File: src/rtl/pixel_pair_serializer.sv
// Pixel-pair FIFO + serializer: HSYNC pairs in, one tagged pixel per valid/ready beat out (2 cycles HSYNC->m_valid).
// Holds output stable under back-pressure; drops pairs when full (sticky overflow). Define GRAY_OUT_EN for Y=(R+2G+B)>>2 grey output.
module pixel_pair_serializer #(
  parameter int WIDTH      = 100,
  parameter int HEIGHT     = 100,
  parameter int FIFO_DEPTH = 64
) (
  input  logic                          HCLK,
  input  logic                          HRESETn,
  input  logic                          VSYNC,
  input  logic                          HSYNC,
  input  logic [7:0]                    DATA_R0,
  input  logic [7:0]                    DATA_G0,
  input  logic [7:0]                    DATA_B0,
  input  logic [7:0]                    DATA_R1,
  input  logic [7:0]                    DATA_G1,
  input  logic [7:0]                    DATA_B1,
  output logic                          m_valid,
  input  logic                          m_ready,
  output logic [23:0]                   m_data,
  output logic                          m_sof,
  output logic                          m_eol,
  output logic                          m_eof,
  output logic                          frame_done,
  output logic                          overflow,
  output logic [$clog2(FIFO_DEPTH):0]   fifo_level
);
  localparam int PAIRS = WIDTH / 2;
  localparam int CW    = (PAIRS > 1) ? $clog2(PAIRS) : 1;
  localparam int RW    = (HEIGHT > 1) ? $clog2(HEIGHT) : 1;
  localparam int AW    = $clog2(FIFO_DEPTH);
  localparam int LW    = AW + 1;

  typedef struct packed {
    logic [23:0] pix1;
    logic [23:0] pix0;
    logic        sof;
    logic        eol;
    logic        eof;
  } pair_t;

  typedef enum logic [1:0] {ST_IDLE, ST_PIX0, ST_PIX1} state_t;

  function automatic logic [23:0] conv(input logic [7:0] r, input logic [7:0] g, input logic [7:0] b);
`ifdef GRAY_OUT_EN
    logic [9:0] sum;
    sum = {2'b00, r} + {1'b0, g, 1'b0} + {2'b00, b};
    return {sum[9:2], sum[9:2], sum[9:2]};
`else
    return {r, g, b};
`endif
  endfunction

  logic [CW-1:0] r_col;
  logic [RW-1:0] r_row;
  logic          r_vsync_d;
  logic          r_ovf;
  logic          r_fd;
  pair_t         r_mem [FIFO_DEPTH];
  logic [AW-1:0] r_wptr, r_rptr;
  logic [LW-1:0] r_level;
  pair_t         r_hold;
  state_t        r_state;

  state_t        w_state_nxt;
  logic          w_full, w_empty, w_push, w_pop, w_eol;
  pair_t         w_wr;

  assign w_full  = (r_level == LW'(FIFO_DEPTH));
  assign w_empty = (r_level == '0);
  assign w_push  = HSYNC && !w_full;
  assign w_eol   = (r_col == CW'(PAIRS - 1));

  assign w_wr.pix0 = conv(DATA_R0, DATA_G0, DATA_B0);
  assign w_wr.pix1 = conv(DATA_R1, DATA_G1, DATA_B1);
  assign w_wr.sof  = (r_col == '0) && (r_row == '0);
  assign w_wr.eol  = w_eol;
  assign w_wr.eof  = w_eol && (r_row == RW'(HEIGHT - 1));

  // Position counters advance on every HSYNC, including dropped pairs, so tags stay aligned to the raster.
  always_ff @(posedge HCLK or negedge HRESETn) begin
    if (!HRESETn) begin
      r_col <= '0;
      r_row <= '0;
    end else if (VSYNC) begin
      r_col <= '0;
      r_row <= '0;
    end else if (HSYNC) begin
      if (w_eol) begin
        r_col <= '0;
        r_row <= (r_row == RW'(HEIGHT - 1)) ? '0 : r_row + 1'b1;
      end else begin
        r_col <= r_col + 1'b1;
      end
    end
  end

  always_ff @(posedge HCLK or negedge HRESETn) begin
    if (!HRESETn) begin
      r_vsync_d <= 1'b0;
      r_ovf     <= 1'b0;
    end else begin
      r_vsync_d <= VSYNC;
      if (VSYNC && !r_vsync_d) r_ovf <= 1'b0;
      if (HSYNC && w_full)     r_ovf <= 1'b1;
    end
  end

  always_ff @(posedge HCLK) begin
    if (w_push) r_mem[r_wptr] <= w_wr;
  end

  always_ff @(posedge HCLK or negedge HRESETn) begin
    if (!HRESETn) begin
      r_wptr  <= '0;
      r_rptr  <= '0;
      r_level <= '0;
    end else begin
      if (w_push) r_wptr <= r_wptr + 1'b1;
      if (w_pop)  r_rptr <= r_rptr + 1'b1;
      case ({w_push, w_pop})
        2'b10:   r_level <= r_level + 1'b1;
        2'b01:   r_level <= r_level - 1'b1;
        default: r_level <= r_level;
      endcase
    end
  end

  always_ff @(posedge HCLK or negedge HRESETn) begin
    if (!HRESETn) begin
      r_state <= ST_IDLE;
      r_hold  <= '0;
      r_fd    <= 1'b0;
    end else begin
      r_state <= w_state_nxt;
      if (w_pop) r_hold <= r_mem[r_rptr];
      r_fd <= (r_state == ST_PIX1) && m_ready && r_hold.eof;
    end
  end

  always_comb begin
    w_state_nxt = r_state;
    w_pop       = 1'b0;
    m_valid     = 1'b0;
    m_data      = '0;
    m_sof       = 1'b0;
    m_eol       = 1'b0;
    m_eof       = 1'b0;
    case (r_state)
      ST_IDLE: begin
        if (!w_empty) begin
          w_pop       = 1'b1;
          w_state_nxt = ST_PIX0;
        end
      end
      ST_PIX0: begin
        m_valid = 1'b1;
        m_data  = r_hold.pix0;
        m_sof   = r_hold.sof;
        if (m_ready) w_state_nxt = ST_PIX1;
      end
      ST_PIX1: begin
        m_valid = 1'b1;
        m_data  = r_hold.pix1;
        m_eol   = r_hold.eol;
        m_eof   = r_hold.eof;
        // Refill straight from the FIFO so back-to-back pairs stream without a bubble.
        if (m_ready) begin
          if (!w_empty) begin
            w_pop       = 1'b1;
            w_state_nxt = ST_PIX0;
          end else begin
            w_state_nxt = ST_IDLE;
          end
        end
      end
      default: w_state_nxt = ST_IDLE;
    endcase
  end

  assign frame_done = r_fd;
  assign overflow   = r_ovf;
  assign fifo_level = r_level;

endmodule

File: config.mk
export PLATFORM = sky130hd
export DESIGN_NAME = pixel_pair_serializer
export DESIGN_NICKNAME = d
export VERILOG_FILES = /design/src/rtl/pixel_pair_serializer.sv
export SDC_FILE = /design/constraint.sdc
export NUM_CORES = 2
export LEC_CHECK = 0
export CAP_MARGIN = 10
export CORE_UTILIZATION = 30
export CTS_CLUSTER_DIAMETER = 60
export DETAILED_ROUTE_END_ITERATION = 10
export MAX_ROUTING_LAYER = met4
export PLACE_DENSITY_LB_ADDON = 0.05
export SLEW_MARGIN = 20
export SYNTH_ARGS = -nofsm -noshare
export SYNTH_HDL_FRONTEND = slang
export SYNTH_SLANG_ARGS = --single-unit
File: constraint.sdc
create_clock -name HCLK -period 7.72 [get_ports HCLK]
set_input_delay 1.544 -clock HCLK [delete_from_list [all_inputs] [get_ports HCLK]]
set_output_delay 1.544 -clock HCLK [all_outputs]
set_load 0.03 [all_outputs]
==> qor_table.md <==
| Item | Value |
|:---|:---|
| Outcome | finished clean |
| Die extent in x | 657 µm |
| Maximum fanout along the worst path | 30 |
| R2R cell count | 9 |
| Count of final hold-check violations | 0 |
| Pin count of the biggest net entering global routing | 97 |
| Post-route minimum period | 6030 ps |
| Distinct cells, synth | 61 |
| Vias in the first global route | 64600 |
| Number of H-tree branching levels | 5 |
| Synth Net Count | 5965 |
| Critical path capture point type | output port |
| Leakage component of the power | 0.0474 µW |
| Worst clock skew | 45.8 ps |
| I/O pin count | 90 |
| Number of failing setup endpoints in the final timing report | 0 |
| Leading cell types in the layout, fill and taps excluded | 3264 x sky130_fd_sc_hd__edfxtp_1, 685 x sky130_fd_sc_hd__mux4_2, 422 x sky130_fd_sc_hd__clkbuf_16, 298 x sky130_fd_sc_hd__mux2i_1, 275 x sky130_fd_sc_hd__buf_4 |
| Buffer type at the clock tree root | sky130_fd_sc_hd__clkbuf_16 |
| Pwr Density | 385 nW/µm² |
| Post-Route WL | 449 mm |
| Transition time at the pin with the least slew margin | 1360 ps |
| Latest clock arrival within the worst-skew pair | 970 ps |
| Die area | 432000 µm² |
| Count of unresolved DRC violations after routing | 0 |
| Leading register cell type out of synthesis | sky130_fd_sc_hd__edfxtp_1 |
| Mapped Cells | 5893 |
| Final Max Tran Viols | 0 |
| Fraction of final layout cells with drive strength greater than 1 | 28.0% |
| Post-synth EDFFs | 3264 |
| Final GP Congestion | 0.813 |
| Initial core utilization | 30.1% |
| Class of the tightest hold or removal check | reg2reg |
| Clk sinks | 3352 |
| Area of the core | 428000 µm² |
| Clock buffer count from CTS | 415 |
| Remaining antenna violation count after routing | 0 |
| Type of the setup path with the least slack | reg2out |
| Slew Limit Headroom | 9.15% |
| Post-CTS setup buffer count | 0 |
| Remaining global-route overflow | 0 |
| WHS Path Cells | 1 |
| Final sum of negative setup slack | 0 ps |
| Worst-case clock buffer depth | 4 |
| Fill cell count | 39700 |
| Antenna violations before repair | 58 |
| Leading cell type in the layout, fill and taps excluded | sky130_fd_sc_hd__edfxtp_1 |
| CP Data Arrival Time | 4480 ps |
| TritonCTS clock tree | done |
| Post-synthesis register bit count | 3352 |
| Max rail drop VDD | 0.251 mV |
| Final instance area | 152000 µm² |
| I/O Buffers | 89 |
| Highest clock frequency the design can meet | 0.166 GHz |
| Mean post-synth cell area | 21.9 µm² |
| Number of cell rows | 240 |
| Die outline height | 657 µm |
| Instance area at placement | 138000 µm² |
| Core occupancy in the finished layout | 35.4% |
| Gr usage total | 21.1% |
| First-pass GRT wire length | 604 mm |
| Startpoint kind of the worst setup timing path | flop |
| Clock transition at the register clock pins on the worst setup and hold paths after CTS | 60 ps |
| Synth warnings | 0 |
| Average wire per standard cell | 36.2 µm |
| # nets final | 6396 |
| Number of hold buffers added after cts | 0 |
| Async SR Flop Fraction | 2.63% |
| Proportion of synthesized chip area in sequential cells | 77.8% |
| Post-cts gate resize count | 0 |
| Required time worst endpoint | 6180 ps |
| First-pass detailed-route iteration total | 6 |
| Post-synthesis instance area | 129000 µm² |
| Via density per instance | 5.15 |
| Setup repair after global routing missed its margin | no |
| Maximum Capacitance Violations | 0 |
| DRT iter0 DRCs | 6250 |
| Detailed Place HPWL | 275 mm |
| Layout area overhead | 17.6% |
| Period Utilization, post-route | 78.1% |
| Number of vias after detailed routing | 63900 |
| Post-layout power | 58300 µW |
## final cells by class
type | instances | area (µm²) | area share, %
diodes | 40 | 100 | 0.0660
clock buffers | 483 | 10800 | 7.13
clock inverters | 281 | 2470 | 1.63
inverters | 18 | 67.6 | 0.0446
multi-input cells | 2178 | 27500 | 18.2
flip-flops and latches | 3352 | 100000 | 66.1
well taps | 5687 | 7120 | 4.69
repair buffers | 359 | 3240 | 2.14
## state kept, by name (all words and copies together) (netlist names)
signal,count
fifo_level,7
frame_done,1
overflow,1
r_col,6
r_hold,51
r_mem,3264
r_row,7
r_rptr,6
r_state,2
r_vsync_d,1
r_wptr,6
## synthesized netlist by cell type, types with 20 or more instances
| cell | number | area [µm²] |
|---|---|---|
| sky130_fd_sc_hd__a2111oi_0 | 60 | 526 |
| sky130_fd_sc_hd__mux4_2 | 685 | 15400 |
| sky130_fd_sc_hd__dfrtp_1 | 88 | 2200 |
| sky130_fd_sc_hd__a311oi_1 | 54 | 473 |
| sky130_fd_sc_hd__a22o_1 | 24 | 210 |
| sky130_fd_sc_hd__a22oi_1 | 122 | 916 |
| sky130_fd_sc_hd__nor3_1 | 46 | 230 |
| sky130_fd_sc_hd__nor2b_1 | 74 | 463 |
| sky130_fd_sc_hd__buf_6 | 48 | 541 |
| sky130_fd_sc_hd__a21oi_1 | 56 | 280 |
| sky130_fd_sc_hd__o22ai_1 | 132 | 826 |
| sky130_fd_sc_hd__mux2_2 | 118 | 1330 |
| sky130_fd_sc_hd__nand2_1 | 79 | 297 |
| sky130_fd_sc_hd__o21ai_0 | 36 | 180 |
| sky130_fd_sc_hd__buf_4 | 39 | 293 |
| sky130_fd_sc_hd__nor2_1 | 157 | 589 |
| sky130_fd_sc_hd__nand3_1 | 20 | 100 |
| sky130_fd_sc_hd__a211o_1 | 33 | 289 |
| sky130_fd_sc_hd__a211oi_1 | 42 | 315 |
| sky130_fd_sc_hd__mux2i_1 | 298 | 2980 |
| sky130_fd_sc_hd__clkbuf_1 | 144 | 541 |
| sky130_fd_sc_hd__edfxtp_1 | 3264 | 98000 |
| sky130_fd_sc_hd__buf_2 | 93 | 465 |
## metrics by stage
stage	worst slack, ps	std cells	hold WS [ps]
final	1690	12400	488
after global routing	1570	12400	505
after CTS	1600	12400	490
after detailed placement	2120	11600	477
after global placement	2040	11600	472
after floorplan	2620	5893	442
## routing by layer
metal	share of wire (%)	global-route usage, %	routed length [µm]	vias up
met3	4.9	2.78	21900	475
met4	2.3	4.56	10400	0
met2	45	31.2	201000	1802
met5	0	-	0	-
met1	48	31.0	215000	35600
li1	-	-	-	26000
## power by group
group	switching [µW]	internal (µW)	leakage [µW]
Clock	7820	11200	0.00646
Sequential	562	20800	0.0304
Combinational	11800	6170	0.0105
## worst paths after layout
kind,start,end,slack [ps]
worst max-delay path,r_state[0],m_data[9],1690
worst min-delay path,r_hold[16],r_hold[16],490
worst max register to register,r_state[0],r_hold[2],2570
worst min register to register,r_hold[16],r_hold[16],490
max in group asynchronous,HRESETn,r_rptr[3],5770
min in group asynchronous,HRESETn,fifo_level[0],570
## worst max-delay path, stage by stage (launching register included)
cell and delay [ps]:
sky130_fd_sc_hd__dfrtp_1 440, sky130_fd_sc_hd__inv_1 120, sky130_fd_sc_hd__ha_2 950, sky130_fd_sc_hd__a22oi_1 280
sky130_fd_sc_hd__nor2b_1 770, sky130_fd_sc_hd__clkdlybuf4s50_1 850
## kinds of logic after synthesis
kind of cell               share of synthesized area, %
adders and majority gates                         0.190
DFF                                                77.8
AOI/OAI and AO/OA                                  3.44
xor gates and xnor gates                          0.102
and+or+nand+nor                                    1.61
buffers and inverters                              1.58
muxes                                              15.3
Note: power is estimated with default switching activity, not from simulation.
